File: config.mk
export PLATFORM = sky130hd
export DESIGN_NAME = slave_rx
export DESIGN_NICKNAME = d
export VERILOG_FILES = /design/src/rtl/slave_rx.sv
export SDC_FILE = /design/constraint.sdc
export NUM_CORES = 1
export LEC_CHECK = 0
export BUFFER_PORTS_ARGS = -buffer_cell sky130_fd_sc_hd__buf_2
export CAP_MARGIN = 10
export CORE_MARGIN = 5
export CORE_UTILIZATION = 55
export DETAILED_ROUTE_END_ITERATION = 10
export PLACE_DENSITY = 0.87
export SYNTH_ARGS = -nofsm -noshare
export SYNTH_HDL_FRONTEND = slang
export SYNTH_SLANG_ARGS = --single-unit
File: constraint.sdc
create_clock -name clk -period 3.2 [get_ports clk]
set_input_delay 0 -clock clk [delete_from_list [all_inputs] [get_ports clk]]
set_output_delay 0 -clock clk [all_outputs]
set_load 0.005 [all_outputs]
File: src/rtl/slave_rx.sv
`default_nettype none
// ============================================================================
//  Module  : slave_rx
//  Brief   : Dual-line serial frame receiver. Rebuilds {len, payload} frames.
//  Rev     : 1.0  initial release
// ============================================================================
module slave_rx #(
    parameter int SYNC_STAGES = 2,
    parameter int LEN_W       = 7,
    parameter int MAX_LEN     = 64
) (
    input  logic                     clk,
    input  logic                     rstn,
    input  logic                     sclk,
    input  logic                     DataLine0,
    input  logic                     DataLine1,
    input  logic                     CS,
    output logic [LEN_W+MAX_LEN-1:0] data_out,
    output logic                     data_valid,
    output logic                     frame_err
);
    localparam int CNT_W     = LEN_W - 1;
    localparam int HDR_PAIRS = (LEN_W + 1) / 2;

    typedef enum logic [2:0] {
        IDLE    = 3'd0,
        HEADER  = 3'd1,
        PAYLOAD = 3'd2,
        DONE    = 3'd3,
        ERR     = 3'd4
    } state_t;

    state_t state, state_next, mid;

    logic [SYNC_STAGES-1:0] sclk_sync, cs_sync, d0_sync, d1_sync;
    logic                   sclk_d, cs_d;
    logic                   s_sclk, s_cs, s_d0, s_d1;
    logic                   sclk_rise, cs_rise, cs_fall;
    logic [MAX_LEN-1:0]     sr, sr_next;
    logic [CNT_W-1:0]       pair_cnt, cnt_next;
    logic [LEN_W-1:0]       len_q, len_next;
    logic [LEN_W:0]         hdr;
    logic                   hdr_bad;
    logic                   pulse_valid, pulse_err;

    // CS chain resets low so a CS already asserted at reset release is not seen as a fall
    always_ff @(posedge clk or negedge rstn) begin
        if (!rstn) begin
            sclk_sync <= '0;
            cs_sync   <= '0;
            d0_sync   <= '0;
            d1_sync   <= '0;
            sclk_d    <= 1'b0;
            cs_d      <= 1'b0;
        end else begin
            sclk_sync <= {sclk_sync[SYNC_STAGES-2:0], sclk};
            cs_sync   <= {cs_sync[SYNC_STAGES-2:0], CS};
            d0_sync   <= {d0_sync[SYNC_STAGES-2:0], DataLine0};
            d1_sync   <= {d1_sync[SYNC_STAGES-2:0], DataLine1};
            sclk_d    <= s_sclk;
            cs_d      <= s_cs;
        end
    end

    assign s_sclk    = sclk_sync[SYNC_STAGES-1];
    assign s_cs      = cs_sync[SYNC_STAGES-1];
    assign s_d0      = d0_sync[SYNC_STAGES-1];
    assign s_d1      = d1_sync[SYNC_STAGES-1];
    assign sclk_rise = s_sclk & ~sclk_d;
    assign cs_rise   = s_cs & ~cs_d;
    assign cs_fall   = ~s_cs & cs_d;

    assign hdr     = {sr[LEN_W-2:0], s_d1, s_d0};
    assign hdr_bad = hdr[LEN_W] | (hdr[LEN_W-1:0] == '0) | hdr[0]
                   | (hdr[LEN_W-1:0] > LEN_W'(MAX_LEN));

    always_ff @(posedge clk or negedge rstn) begin
        if (!rstn) begin
            state      <= IDLE;
            sr         <= '0;
            pair_cnt   <= '0;
            len_q      <= '0;
            data_out   <= '0;
            data_valid <= 1'b0;
            frame_err  <= 1'b0;
        end else begin
            state      <= state_next;
            sr         <= sr_next;
            pair_cnt   <= cnt_next;
            len_q      <= len_next;
            data_valid <= pulse_valid;
            frame_err  <= pulse_err;
            if (pulse_valid) begin
                data_out <= {len_q, sr_next};
            end
        end
    end

    // An sclk edge is applied first (giving mid), then a CS rise acts on mid
    always_comb begin
        mid         = state;
        state_next  = state;
        sr_next     = sr;
        cnt_next    = pair_cnt;
        len_next    = len_q;
        pulse_valid = 1'b0;
        pulse_err   = 1'b0;

        if (sclk_rise) begin
            case (state)
                HEADER: begin
                    sr_next  = {sr[MAX_LEN-3:0], s_d1, s_d0};
                    cnt_next = pair_cnt + CNT_W'(1);
                    if (pair_cnt == CNT_W'(HDR_PAIRS - 1)) begin
                        len_next = hdr[LEN_W-1:0];
                        cnt_next = '0;
                        sr_next  = '0;
                        mid      = hdr_bad ? ERR : PAYLOAD;
                    end
                end
                PAYLOAD: begin
                    sr_next  = {sr[MAX_LEN-3:0], s_d1, s_d0};
                    cnt_next = pair_cnt + CNT_W'(1);
                    if (cnt_next == len_q[LEN_W-1:1]) begin
                        mid = DONE;
                    end
                end
                DONE:    mid = ERR;
                default: mid = state;
            endcase
        end

        state_next = mid;
        case (mid)
            IDLE: begin
                if (cs_fall) begin
                    state_next = HEADER;
                    sr_next    = '0;
                    cnt_next   = '0;
                end
            end
            HEADER, PAYLOAD, ERR: begin
                if (cs_rise) begin
                    state_next = IDLE;
                    pulse_err  = 1'b1;
                end
            end
            DONE: begin
                if (cs_rise) begin
                    state_next  = IDLE;
                    pulse_valid = 1'b1;
                end
            end
            default: state_next = IDLE;
        endcase
    end

endmodule
`default_nettype wire
==> run_results.csv, run 1 <==
group,metric,value,unit
run_status,status,"finished clean",
floorplan,num_rows,40,
sta,period_needed,3.01,ns
placement,dp.cells,679,
cells_and_area,layout.area.seq,4080,µm²
detailed_routing,via_per_inst,5.80,
clock_tree,cts_buffers,17,
detailed_routing,drc,0,
critical_path,start_kind,"flop",
critical_path,crit_required,3.50,ns
critical_path,crit_path_start,"d0_sync[1]",
detailed_routing,drt_iter0_markers,337,
synthesis,avgSynthCellArea,14.1,µm²
sta,relSlewSlack,49.4,%
synthesis,ys_types,39,
sta,final-max-slew-violation-count,0,
synthesis,synth_top_area_cell,"dfrtp_1",
floorplan,die-height,120,µm
critical_path,setup.worst_path.end_class,"flop",
pwr,p_total,4570,µW
grt,grt_max_degree,87,
synthesis,dominantRegCellSynth,"dfrtp_1",
pwr,power_density,587,nW/µm²
synthesis,syn_inst,476,
placement,gp_congestion,0.847,
cells_and_area,final_nets,563,
synthesis,yosysWarnings,0,
clock_tree,cts_max_path_buffers,2,
sta,worst_slew_pin_slew,0.758,ns
cells_and_area,diodes,0,
sta,tns,0,ns
floorplan,initial_utilization,56.0,%
sta,fin_ws,0.187,ns
run,maxCapViolCount,0,
grt,grt_pass1_vias,4340,
synthesis,synth.top_cell.area_share,60.8,%
synthesis,yosys-top-cells-area,"dfrtp_1 (61%), mux2_4 (15%), a22oi_1 (7.6%)",
floorplan,pin_count,79,
cells_and_area,multi_input_area,2370,µm²
grt,grt_usage,19.4,%
grt,grt_overflow,0,
synthesis,async_reset_ff_share,100,%
clock_tree,path_clk_slew,0.06,ns
critical_path,cp.arrival,3.31,ns
sta,fmax,332,MHz
critical_path,r2r_start,"d0_sync[1]",
pwr,p_leak,0.00420,µW
sta,post-route-period-util,94.2,%
critical_path,crit_fanout,72,
sta,skew,0.00868,ns
clock_tree,ctsHtreeMaxLevel,4,
cells_and_area,area_growth,16.2,%
floorplan,core,12000,µm²
grt,antenna_found_initial,0,
synthesis,synth_edf_count,0,
synthesis,synth_area,6700,µm²
cells_and_area,final_cells,716,
detailed_routing,first_pass_iters,5,
sta,finalHoldViolations,0,
clock_tree,cts_sinks,163,
sta,rsz0062_at_grt,"no",
placement,pre_cts_slack,0.212,ns
synthesis,mappedNetlistNets,483,
hold_path,hp-class,"in2async",
cells_and_area,fill_cells,839,
detailed_routing,routedWlPerCell,18.7,µm
synthesis,ys_ff_latch,163,
sta,fin_hold_ws,0.207,ns
clock_tree,cts_tree,"yes",
placement,io_buffers,78,
sta,setup_violations,0,
clock_tree,cts_setup_buffers,0,
pwr,peakVddDrop,0.000344,V
clock_tree,clock-root-buffer,"clkbuf_16",
floorplan,die_x,120,µm
synthesis,synth-seq-area-share,60.8,%
detailed_routing,dr_total_vias,4153,
clock_tree,clock_latency,0.42,ns
grt,grt_pass1_wl,22.4,mm
critical_path,worst-setup-path-type,"reg2reg",
floorplan,dieArea,14500,µm²
cells_and_area,final_layout_size_suffix_gt1_share,36.6,%
detailed_routing,routed_wl,13.4,mm
placement,dpl.hpwl,8.12,mm
detailed_routing,drt.antenna.violating_nets,0,
[path summary, 6_finish.rpt]
kind | end | slack, ns | cells after the start
max in group asynchronous | sr[31] | 2.10 | 3
max reg2reg | data_out[0] | 0.19 | 7
min in group clk | cs_sync[0] | 0.23 | 2
min | data_valid | 0.21 | 2
max | data_out[0] | 0.19 | 7
min reg2reg | d1_sync[1] | 0.35 | 0
[cells in the mapped netlist, types with 4 or more instances]
library cell and instances:
a22oi_1 68, buf_12 8, clkbuf_1 20, dfrtp_1 163, inv_1 4, mux2_2 9, mux2_4 69, nand2_1 5
nand3_1 4, nor2_1 77, nor3_1 4, xnor2_1 6, xor2_1 4
[metrics by stage]
stage               cell area (µm²)  utilization, %
finish                         7790            65.1
global route                   7790            65.1
CTS                            7780            65.1
detailed placement             7140            59.7
global placement               7140            59.7
floorplan                      6700               -
[report_power, final]
| group | switching [µW] | total, µW | internal (µW) | leakage (µW) |
|---|---|---|---|---|
| logic | 236 | 358 | 122 | 0.00167 |
| registers | 77.0 | 2200 | 2120 | 0.00225 |
| clock network | 836 | 2020 | 1180 | 0.000285 |
| total | 1150 | 4570 | 3420 | 0.00420 |
[metal layers]
metal | global-route usage (%) | up-vias | share of wire, %
met4 | 5.52 | 0 | 1.2
li1 | - | 1857 | -
met3 | 5.61 | 21 | 5.0
met1 | 25.0 | 2149 | 43
met5 | 0 | - | 0
met2 | 32.2 | 126 | 51
[sequential cells by signal, summed over array words and instances (netlist names)]
register and cells:
len_q 7, pair_cnt 6, d1_sync 2, d0_sync 2, cs_sync 2, sclk_d 1, cs_d 1, frame_err 1
data_valid 1, sclk_sync 2, data_out 71, sr 64, state 3
[cell families (layout without fill, tap and decap cells)]
| group | after synthesis | after routing | share of synthesized area, % |
|---|---|---|---|
| adder cells (fa/ha/maj) | 1 | 1 | 0.187 |
| multiplexers | 78 | 78 | 17.0 |
| flip-flops | 163 | 163 | 60.8 |
| buffers and inverters | 36 | 129 | 3.98 |
| XOR/XNOR | 11 | 11 | 1.64 |
| AO/OA/AOI/OAI | 84 | 84 | 9.54 |
| AND/OR/NAND/NOR | 103 | 103 | 6.85 |
[cell usage in the layout (no fill, tap or decap), types with 3 or more instances in the layout]
cell type        n
dfrtp_1        163
nor2_1          77
buf_2           77
mux2_4          69
a22oi_1         68
clkbuf_16       17
mux2_2           9
buf_4            8
xnor2_1          6
dlygate4sd3_1    5
inv_1            4
nor3_1           4
nand2_1          4
nand3_1          4
xor2_1           4
clkinv_4         4
inv_6            4
o21ai_0          3
[worst max-delay path, cell delays in order, from the launching register on]
cell and delay [ns]:
dfrtp_1 0.42, or4_4 0.58, or4_2 0.62, nand3_2 0.12
o31a_1 0.13, or4_4 0.13, buf_12 0.35, mux2_2 0.41
[repair_timing]
item | 4_1_cts | 5_1_grt
hold buffers | 5 | 0
hold endpoints to repair | 87 | 0
gates resized for setup | 0 | 1
endpoints found under the setup margin | 0 | 71
[cell type report]
class                           count  area share [%]
Clock inverter                     13            1.93
Sequential cell                   163            52.4
Tap cell                          147            2.36
Timing Repair Buffer               93            7.02
Inverter                            4           0.193
Multi-Input combinational cell    277            30.4
Clock buffer                       19            5.69
No activity file was read; power rests on OpenSTA's default activity.
==> inputs of run 2 (changes only) <==
--- a/config.mk
+++ b/config.mk
@@ -5,6 +5,7 @@
 export SDC_FILE = /design/constraint.sdc
 export NUM_CORES = 1
 export LEC_CHECK = 0
+export ABC_AREA = 1
 export BUFFER_PORTS_ARGS = -buffer_cell sky130_fd_sc_hd__buf_2
 export CAP_MARGIN = 10
 export CORE_MARGIN = 5
==> run 2 against run 1 <==
Effect of this change: global-route usage up 1.6 points; count of clock-buffer cells in the layout grew 7; critical path depth up 3; wire length rose by 3.7%; critical path type unchanged.
==> run_results.csv, run 2 <==
group,metric,value,unit
detailed_routing,routed_wl,13.9,mm
clock_tree,cts_tree,"yes",
cells_and_area,final_nets,844,
sta,fin_ws,0.560,ns
cells_and_area,area_growth,15.8,%
grt,grt_util_met1,27.7,%
clock_tree,cts_sinks,163,
synthesis,yosys-top-cells-count,"nand2_1 (319), dfrtp_1 (163), nand3_1 (86), a21oi_1 (70), nor2_1 (26)",
clock_tree,clock-root-buffer,"clkbuf_16",
floorplan,num_rows,40,
cells_and_area,final_area,7800,µm²
floorplan,pin_count,79,
detailed_routing,first_pass_iters,5,
critical_path,worst_path_most_repeated_cell,"nand2_1",
floorplan,die-height,121,µm
clock_tree,clock_latency,0.42,ns
synthesis,synth_edf_count,0,
critical_path,cp.arrival,2.95,ns
critical_path,max_stage_delay,0.44,ns
sta,setup_violations,0,
synthesis,synth_top_area_cell,"dfrtp_1",
detailed_routing,routedWlPerCell,14.0,µm
synthesis,synth_area,6740,µm²
sta,rsz0062_at_grt,"no",
floorplan,initial_utilization,56.1,%
detailed_routing,drc,0,
critical_path,crit_required,3.51,ns
synthesis,avgSynthCellArea,8.74,µm²
sta,fin_hold_ws,0.151,ns
floorplan,core,12000,µm²
sta,relSlewSlack,49.5,%
critical_path,cp_slowest_cell,"dfrtp_1",
synthesis,ys_types,29,
synthesis,yosys-top-cells-area,"dfrtp_1 (61%), nand2_1 (18%), nand3_1 (6.4%)",
cells_and_area,final_common_cell,"nand2_1",
cells_and_area,top_register,"data_out",
pwr,peakVddDrop,0.000439,V
detailed_routing,drt_iter0_markers,504,
detailed_routing,via_per_inst,5.27,
sta,finalHoldViolations,0,
synthesis,mappedNetlistNets,778,
sta,skew,0.00704,ns
floorplan,dieArea,14600,µm²
grt,grt_pass1_wl,24.5,mm
clock_tree,post_cts_resized,0,
synthesis,ys_ff_latch,163,
run_status,status,"finished clean",
hold_path,hp-class,"in2async",
clock_tree,cts_max_path_buffers,2,
pwr,power_density,605,nW/µm²
cells_and_area,final_layout_size_suffix_gt1_share,15.4,%
floorplan,die_x,121,µm
sta,fmax,379,MHz
placement,io_buffers,78,
grt,grtUsageMet3,4.82,%
sta,period_needed,2.64,ns
grt,antenna_found_initial,0,
grt,globalRoute.busiestLayer,"met2",
critical_path,setup.worst_path.end_class,"flop",
synthesis,dominantRegCellSynth,"dfrtp_1",
synthesis,yosysWarnings,0,
critical_path,crit_fanout,72,
critical_path,start_kind,"flop",
cells_and_area,largestRegisters,"data_out (71), sr (64), len_q (7)",
cells_and_area,largest_reg_flops,71,
placement,dpl.hpwl,8.58,mm
clock_tree,ctsHtreeMaxLevel,4,
pwr,p_leak,0.00415,µW
pwr,p_total,4720,µW
critical_path,crit_chain,"ha_1, nand2_1, nor2_2, nand3_2, o22ai_2, nand3_1, nor2_4, nand2_4, nand2_1, nand2_1",
sta,final-max-slew-violation-count,0,
synthesis,async_reset_ff_share,100,%
run,maxCapViolCount,0,
grt,grt_pass1_vias,5268,
placement,gp_congestion,0.887,
sta,tns,0,ns
cells_and_area,fill_cells,946,
grt,grt_overflow,0,
synthesis,synth_most_common_cell,"nand2_1",
detailed_routing,dr_total_vias,5251,
synthesis,synth-seq-area-share,60.5,%
sta,post-route-period-util,82.5,%
grt,grt_usage,20.9,%
placement,place_area,7190,µm²
sta,worst_slew_pin_slew,0.758,ns
grt,grt_max_degree,92,
cells_and_area,layout_common_cells,"nand2_1 (319), dfrtp_1 (163), nand3_1 (86)",
synthesis,syn_inst,771,
critical_path,worst-setup-path-type,"reg2reg",
clock_tree,path_clk_slew,0.06,ns
grt,use_met2,34.1,%
placement,pre_cts_slack,0.609,ns
detailed_routing,drt.antenna.violating_nets,0,
synthesis,synth.top_cell.area_share,60.5,%
cells_and_area,diodes,0,
clock_tree,cts_buffers,17,
[run 2: worst paths after layout]
check | from | end | slack, ns | cells past startpoint
max | pair_cnt[0] | data_out[64] | 0.56 | 10
min | rstn | data_out[29] | 0.15 | 2
max reg2reg | pair_cnt[0] | data_out[64] | 0.56 | 10
min reg2reg | sclk_sync[0] | sclk_sync[1] | 0.35 | 0
max in group asynchronous | rstn | len_q[1] | 2.14 | 3
min in group clk | sclk | sclk_sync[0] | 0.23 | 2
[run 2: where the power goes]
group | internal, µW | switching [µW]
Combinational | 161 | 366
Clock | 1200 | 752
Sequential | 2150 | 96.6
Total | 3510 | 1210
[run 2: kinds of logic (layout without fill, tap and decap cells)]
group / count (synthesis) / count (layout) / synth area share [%]
XOR/XNOR: 1 / 1 / 0.130
adder cells (fa/ha/maj): 1 / 1 / 0.186
multiplexers: 1 / 1 / 0.167
flip-flops: 163 / 163 / 60.5
buffers and inverters: 80 / 158 / 5.66
AND/OR/NAND/NOR: 442 / 442 / 26.8
AO/OA/AOI/OAI: 83 / 83 / 6.54
[run 2: cell type report]
class	count	area, µm²	area share [%]
Sequential cell	163	4080	52.3
Multi-Input combinational cell	528	2290	29.4
Timing Repair Buffer	92	552	7.07
Clock buffer	26	489	6.27
Tap cell	147	184	2.36
Inverter	35	131	1.68
Clock inverter	5	75.1	0.962
[run 2: per-layer routing]
layer | wire [µm] | part of all wire, %
met5 | 0 | 0
met3 | 632 | 4.5
met1 | 6260 | 45
met2 | 6760 | 49
met4 | 252 | 1.8
[run 2: per-stage QoR]
stage | std cells | util [%]
finish | 996 | 65.0
global route | 996 | 65.0
CTS | 996 | 65.0
detailed placement | 960 | 59.9
global placement | 960 | 59.9
floorplan | 771 | -
[run 2: what timing repair did]
| item | 4_1_cts | 5_1_grt |
|---|---|---|
| hold buffers | 5 | 0 |
| setup buffers | 0 | 0 |
| hold endpoints to repair | 76 | 0 |
[run 2: critical path: cells and delay by family, from the launching register on]
kind	cells	cell delay (ns)
adders and majority gates	1	0.28
and+or+nand+nor	8	1.52
AOI/OAI and AO/OA	1	0.20
DFF	1	0.44
